<file path="config.mk">
export PLATFORM = sky130hd
export DESIGN_NAME = uart_rx_ctrl
export DESIGN_NICKNAME = d
export VERILOG_FILES = /design/src/rtl/uart_rx_ctrl.sv
export SDC_FILE = /design/constraint.sdc
export NUM_CORES = 1
export LEC_CHECK = 0
export ABC_AREA = 0
export CELL_PAD_IN_SITES_DETAIL_PLACEMENT = 0
export CELL_PAD_IN_SITES_GLOBAL_PLACEMENT = 2
export CORE_AREA = 2 2 65 52
export DETAILED_ROUTE_END_ITERATION = 8
export DIE_AREA = 0 0 67 54
export GPL_ROUTABILITY_DRIVEN = 0
export PLACE_DENSITY = 0.69
export SYNTH_ARGS = -nofsm -noshare
export SYNTH_HDL_FRONTEND = slang
export SYNTH_SLANG_ARGS = --single-unit
export TNS_END_PERCENT = 10
</file>
<file path="constraint.sdc">
create_clock -name clk -period 1.5 [get_ports clk]
set_input_delay 0.15 -clock clk [delete_from_list [all_inputs] [get_ports clk]]
set_output_delay 0.15 -clock clk [all_outputs]
set_load 0.05 [all_outputs]
</file>
<file path="src/rtl/uart_rx_ctrl.sv">
// ---------------------------------------------------------------------------
// uart_rx_ctrl
//
// Receive-side control for the UART receiver. It synchronizes the raw serial
// line, finds and qualifies the start bit, and times mid-bit sampling. It
// issues one shift_strobe per bit (data bits plus stop bit) to an external
// shift register. Once the stop bit has been shifted in, it either pulses
// load_buffer or raises a sticky framing_error.
//
// Ports:
//   clk           in   system clock, rising-edge
//   rst           in   synchronous, active-high reset
//   serial_in     in   raw asynchronous RX line (idle high)
//   stop_bit      in   MSB of the downstream shift register
//   shift_strobe  out  1-cycle pulse: shift register samples the line
//   load_buffer   out  1-cycle pulse: RX buffer captures the packet
//   framing_error out  sticky: last frame's stop bit was 0
//   busy          out  high whenever the FSM is not IDLE
//   dbg_state     out  current FSM state encoding (observation only)
// ---------------------------------------------------------------------------
module uart_rx_ctrl #(
   parameter int CLKS_PER_BIT = 10,
   parameter int NUM_BITS     = 9
) (
   input  logic       clk,
   input  logic       rst,
   input  logic       serial_in,
   input  logic       stop_bit,
   output logic       shift_strobe,
   output logic       load_buffer,
   output logic       framing_error,
   output logic       busy,
   output logic [2:0] dbg_state
);

   localparam int HALF = CLKS_PER_BIT / 2;
   localparam int TW   = $clog2(CLKS_PER_BIT);
   localparam int BW   = $clog2(NUM_BITS + 1);

   localparam logic [TW-1:0] HALF_M1  = TW'(HALF - 1);
   localparam logic [TW-1:0] BIT_LAST = TW'(CLKS_PER_BIT - 1);
   localparam logic [BW-1:0] CNT_LAST = BW'(NUM_BITS - 1);

   typedef enum logic [2:0] {
      S_IDLE    = 3'd0,
      S_START   = 3'd1,
      S_RECEIVE = 3'd2,
      S_CHECK   = 3'd3,
      S_LOAD    = 3'd4
   } state_t;

   state_t          r_state;
   logic [TW-1:0]   r_timer;
   logic [BW-1:0]   r_bit_cnt;
   logic            r_ferr;
   logic            r_sync1;
   logic            r_rx_s;
   logic            r_rx_prev;

   state_t          w_state_nxt;
   logic [TW-1:0]   w_timer_nxt;
   logic [BW-1:0]   w_bit_cnt_nxt;
   logic            w_ferr_nxt;
   logic            w_shift_strobe;
   logic            w_start_edge;

   // Falling edge of the synchronized line. The edge flop resets to 1 like
   // the synchronizer, so a line already low at reset release never looks
   // like a fresh start bit.
   assign w_start_edge = r_rx_prev & ~r_rx_s;

   always_ff @(posedge clk) begin
      if (rst) begin
         r_sync1   <= 1'b1;
         r_rx_s    <= 1'b1;
         r_rx_prev <= 1'b1;
         r_state   <= S_IDLE;
         r_timer   <= '0;
         r_bit_cnt <= '0;
         r_ferr    <= 1'b0;
      end else begin
         r_sync1   <= serial_in;
         r_rx_s    <= r_sync1;
         r_rx_prev <= r_rx_s;
         r_state   <= w_state_nxt;
         r_timer   <= w_timer_nxt;
         r_bit_cnt <= w_bit_cnt_nxt;
         r_ferr    <= w_ferr_nxt;
      end
   end

   always_comb begin
      w_state_nxt    = r_state;
      w_timer_nxt    = r_timer;
      w_bit_cnt_nxt  = r_bit_cnt;
      w_ferr_nxt     = r_ferr;
      w_shift_strobe = 1'b0;

      case (r_state)
         S_IDLE: begin
            if (w_start_edge) begin
               w_state_nxt   = S_START;
               w_timer_nxt   = '0;
               w_bit_cnt_nxt = '0;
               w_ferr_nxt    = 1'b0;
            end
         end

         // Half a bit period in: a line back high means the edge was a glitch.
         S_START: begin
            if (r_timer == HALF_M1) begin
               w_timer_nxt = '0;
               w_state_nxt = r_rx_s ? S_IDLE : S_RECEIVE;
            end else begin
               w_timer_nxt = r_timer + TW'(1);
            end
         end

         // Every full bit period after the qualified start point lands
         // mid-bit, so the strobe fires at the timer's terminal count.
         S_RECEIVE: begin
            if (r_timer == BIT_LAST) begin
               w_shift_strobe = 1'b1;
               w_timer_nxt    = '0;
               w_bit_cnt_nxt  = r_bit_cnt + BW'(1);
               if (r_bit_cnt == CNT_LAST) begin
                  w_state_nxt = S_CHECK;
               end
            end else begin
               w_timer_nxt = r_timer + TW'(1);
            end
         end

         // The shift register has taken the final bit, so stop_bit is valid.
         S_CHECK: begin
            if (stop_bit) begin
               w_state_nxt = S_LOAD;
            end else begin
               w_ferr_nxt  = 1'b1;
               w_state_nxt = S_IDLE;
            end
         end

         S_LOAD: begin
            w_state_nxt = S_IDLE;
         end

         default: begin
            w_state_nxt = S_IDLE;
         end
      endcase
   end

   assign shift_strobe  = w_shift_strobe;
   assign load_buffer   = (r_state == S_LOAD);
   assign busy          = (r_state != S_IDLE);
   assign framing_error = r_ferr;
   assign dbg_state     = r_state;

endmodule

</file>
# ---- Word-level counts from Yosys, hierarchy flattened
# Index checks and enable logic that the tools add are counted.
dict set report word_totals {
  ff_bits 15
  elab_cells 50
}
dict set report classes {
  n_eq_ne 12
  bitwise_logic 2
  n_mux 18
  add_sub_neg 2
  n_reduce_logical 9
}
# op n
set op_table {}
lappend op_table {{$mux 4} 4}
lappend op_table {{$mux 3} 5}
lappend op_table {{$pmux 3 s4} 1}
lappend op_table {{$pmux 4 s3} 1}
lappend op_table {{$ne 2x2->1 const B} 5}
lappend op_table {{$add 4x1->4 const B} 2}
lappend op_table {{$eq 4x4->1 const B} 2}
lappend op_table {{$pmux 4 s2} 1}
lappend op_table {{$eq 3x2->1 const B} 2}
lappend op_table {{$reduce_and 3->1} 2}
lappend op_table {{$reduce_bool 3->1} 2}
lappend op_table {{$eq 4x3->1 const B} 1}
lappend op_table {{$mux 1} 4}
lappend op_table {{$reduce_and 4->1} 1}
lappend op_table {{$reduce_bool 2->1} 2}
lappend op_table {{$eq 3x1->1 const B} 1}
lappend op_table {{$eq 3x3->1 const B} 1}
lappend op_table {{$logic_not 3->1} 1}
lappend op_table {{$mux 2} 1}
lappend op_table {{$pmux 1 s2} 1}
lappend op_table {{$reduce_and 2->1} 1}
lappend op_table {{$and 1x1->1} 1}
lappend op_table {{$not 1->1} 1}

# ---- Depth between registers and ports, before layout
# Gate-level depths: netlist of run 1.
dict set report depth {
  ltp_word 4
  mapped_depth 7
  mapped_depth_nobuf 6
}

# ---- Least setup slack after synthesis of run 1
# OpenSTA, ideal clock, no wires.
dict set report synth_timing {
  path_kind {register -> register}
  start {register r_state[1], in the netlist dbg_state[1]}
  end {register r_bit_cnt[1]}
  t_required_ns 1.429
  setup_ns 0.071
  path_slack_ns -1.584
  arrival_time_ns 3.013
  n_path_buf 1
  period_less_slack_ns 3.084
  stages_incl_launch_ff 5
  path_cell_list {dfxtp_1 > clkbuf_1 > nor4b_1 > nand2_1 > a21oi_1}
}
dict set report synth_via {
  elab_chain_cells 3
  word_cells_on_any_way 7
  classes_between {3 x eq/ne; 1 x mux; 3 x reduce/logical}
}
# element line_no
set synth_rtl {}
lappend synth_rtl {{start, declared} 52} ;# state_t r_state;
lappend synth_rtl {{start signal, assigned} 85} ;# r_state <= w_state_nxt;
lappend synth_rtl {{$eq 3x2->1 / $logic_not 3->1 (equally long branches)} 99} ;# case (r_state)
lappend synth_rtl {{$ne 2x2->1 (no source line) / $reduce_bool 2->1 (equally long branches)} --}
lappend synth_rtl {{$reduce_and 3->1 (no source line)} --}
lappend synth_rtl {{end signal, assigned} 87} ;# r_bit_cnt <= w_bit_cnt_nxt;
lappend synth_rtl {{end, declared} 54} ;# logic [BW-1:0] r_bit_cnt;
# Several ways; a longest one is shown, not always the timed one.
# A chain may end at the register's enable or synchronous reset.

# ---- Final worst setup path of run 1
dict set report layout_timing {
  start {register r_timer[1]}
  end {output shift_strobe}
}
dict set report layout_via {
  elab_chain_cells 3
}
# element line_no
set layout_rtl {}
lappend layout_rtl {{start, declared} 53} ;# logic [TW-1:0] r_timer;
lappend layout_rtl {{start signal, assigned} 86} ;# r_timer <= w_timer_nxt;
lappend layout_rtl {{$eq 4x4->1} 122} ;# if (r_timer == BIT_LAST) begin
lappend layout_rtl {{$mux 1} 122}
lappend layout_rtl {{$mux 1} 99}
lappend layout_rtl {{end, declared} 29} ;# output logic shift_strobe,
# No other way between the ends.

==> impl_metrics.ini, run 1 <==
[setup_path]
start_kind = register
rr_worst_depth = 6
crit_type = reg -> out
cp-end-kind = primary output
required_ps = 1350
path_max_fanout = 3
crit_arrival_ps = 1350

[floorplan]
num_rows = 18
dieArea_sq_mm = 0.00362
fp.dieH_um = 54
coreArea_sq_mm = 0.00306
io_pins = 11
start_util = 0.259
fp.dieW_um = 67

[sta]
hold_violations = 0
setup_ws_ps = 4.93
setup_viol = 0
drv_slew = 0
tightest_slew_ps = 441
hold_ws_ps = 412
rsz0062_at_grt = true
fin_setup_tns_ps = 0
maxSlewHeadroom = 0.704
fmax_ghz = 0.669
period_needed_ps = 1500
finClkSkew_ps = 0.913
fin_crit_sh = 0.997

[finish]
final_nets = 121
stdcell_count = 151
antenna_cells = 0
final_cell_mix = 16 x buf_4, 10 x dfxtp_1, 8 x nand2_1
fillers = 334
mostFrequentLayoutCell = buf_4
syn_to_final_growth_pct = 36.7
drive_gt1_frac = 0.342

[clock_network]
numCtsBuffers = 3
clkLatencyLatePin_ps = 240
cts.clk_slew.worst_paths_ps = 60
cts_buffer_depth = 2
clock_sinks = 15
cts_hold_buf = 0
htree_levels = 1
cts_tree = done
cts-root-buf = clkbuf_8

[power]
powerDensity_mw_per_mm2 = 745
clkPwrFrac = 0.398
switching_power_w = 0.000183
p_comb_frac = 0.096
p_int_w = 0.000626
leakagePower_nw = 0.426
irDropWorstVdd_mv = 0.422
seqPwrFrac = 0.507
p_sw_frac = 0.226

[place]
io_buffer_count = 10
post-place-ws_ps = 26.1
hpwl_um = 1270
dp.cells = 145

[logic_synthesis]
ys_warn_count = 0
syn_area_per_cell_sq_um = 8.73
ys_seq_area_frac = 0.378
synth-seq-cells = 15
netlist_instances = 91
synthesis.nets = 100
synthesis.area_sq_um = 795
yosysUniqueCellTypes = 28

[route]
drc = 0
wl_per_cell_um = 11.0
first_pass_iters = 4
drt_iter0_drc = 24
routed_wirelength_um = 1660
routed_via_density = 4.66
via_count = 703
antenna_left = 0

[status]
status = complete, no violations

[global_routing]
grt_max_degree = 12
grt_overflow = 0
grt_pass1_vias = 614
grt_antenna_before_repair = 0
grt_pass1_wl_um = 2710
grtUsageTotal = 0.104

[run]
maxCapViolations = 0

[hold_path]
min_path_cells = 1
holdCritPathClass = reg -> reg
## repair_timing
item / 4_1_cts / 5_1_grt
pin swaps: 1 / 2
buffers inserted: 2 / 0
gates resized for setup: 0 / 3
setup endpoints to repair: 1 / 7
## routing by layer
metal | wire length (um) | track usage
met1 | 838 | 0.136
met2 | 726 | 0.160
met3 | 78 | 0.0460
met4 | 16 | 0.0204
met5 | 0 | 0
## area by class of cell
cell class,instances,area [sq um],share of cell area
flip-flops and latches,15,314,0.289
repair buffers,21,190,0.175
clock buffers,4,45.0,0.0415
well taps,40,50.0,0.0461
inverters,6,22.5,0.0207
multi-input cells,65,464,0.427
## kinds of logic (layout without fill, tap and decap cells)
logic type | Yosys count | after routing | synth area share
flops | 15 | 15 | 0.378
buf+inv | 11 | 31 | 0.0866
fa+ha+maj | 5 | 5 | 0.0787
compound gates | 20 | 20 | 0.167
simple gates | 40 | 40 | 0.290
## metrics by stage
step / instance area (sq um) / power, W / utilization
2_1_floorplan: 842 / 0.000462 / -
3_3_place_gp: 1020 / 0.000496 / 0.333
3_5_place_dp: 1020 / 0.000495 / 0.333
4_1_cts: 1080 / 0.000827 / 0.353
5_1_grt: 1090 / 0.000858 / 0.355
6_report: 1090 / 0.000809 / 0.355
## synthesized netlist by cell type, drive strengths merged
master,instances,area (sq um)
a2111oi,1,8.76
a211o,1,10.0
a21boi,2,15.0
a21oi,6,30.0
a22oi,1,7.51
a31oi,3,18.8
a32o,1,10.0
and2,1,8.76
buf,1,11.3
clkbuf,4,35.0
dfxtp,15,300
ha,5,62.6
inv,6,22.5
nand2,8,30.0
nand3,5,25.0
nand3b,5,50.1
nor2,6,22.5
nor2b,1,6.26
nor3,6,30.0
nor3b,2,15.0
nor4b,1,8.76
o21ai,2,10.0
o31ai,3,22.5
or2,3,18.8
or4,2,15.0
## registers in the layout, summed over array words and instances (netlist names)
name           count
dbg_state          3
r_bit_cnt          4
framing_error      1
r_sync1            1
r_rx_s             1
r_rx_prev          1
r_timer            4
## critical path, stage by stage (launching register included)
cell	delay [ps]
dfxtp_2	320
inv_2	70
ha_4	130
nand3b_4	90
nor4b_4	310
buf_12	180
## worst paths after layout
check | startpoint | end | slack [ps]
max | r_timer[1] | shift_strobe | 5
min | r_sync1 | r_rx_s | 410
max reg2reg | r_timer[1] | r_bit_cnt[3] | 30
min reg2reg | r_sync1 | r_rx_s | 410
## power groups by stage
| stage | registers, W | clock network [W] | logic (W) |
|---|---|---|---|
| detailed placement | 0.000418 | 0 | 0.0000767 |
| floorplan | 0.000419 | 0 | 0.0000428 |
| finish | 0.000410 | 0.000322 | 0.0000773 |
| global placement | 0.000418 | 0 | 0.0000772 |
| CTS | 0.000410 | 0.000340 | 0.0000772 |
| global route | 0.000411 | 0.000362 | 0.0000844 |
(Power assumes the default switching activity.)
==> run 2: changes to the inputs <==
--- a/config.mk
+++ b/config.mk
@@ -5,7 +5,6 @@
 export SDC_FILE = /design/constraint.sdc
 export NUM_CORES = 1
 export LEC_CHECK = 0
-export ABC_AREA = 0
 export CELL_PAD_IN_SITES_DETAIL_PLACEMENT = 0
 export CELL_PAD_IN_SITES_GLOBAL_PLACEMENT = 2
 export CORE_AREA = 2 2 65 52
==> results of run 2 <==
The final DEF is identical to that of run 1; final timing and power are the same.
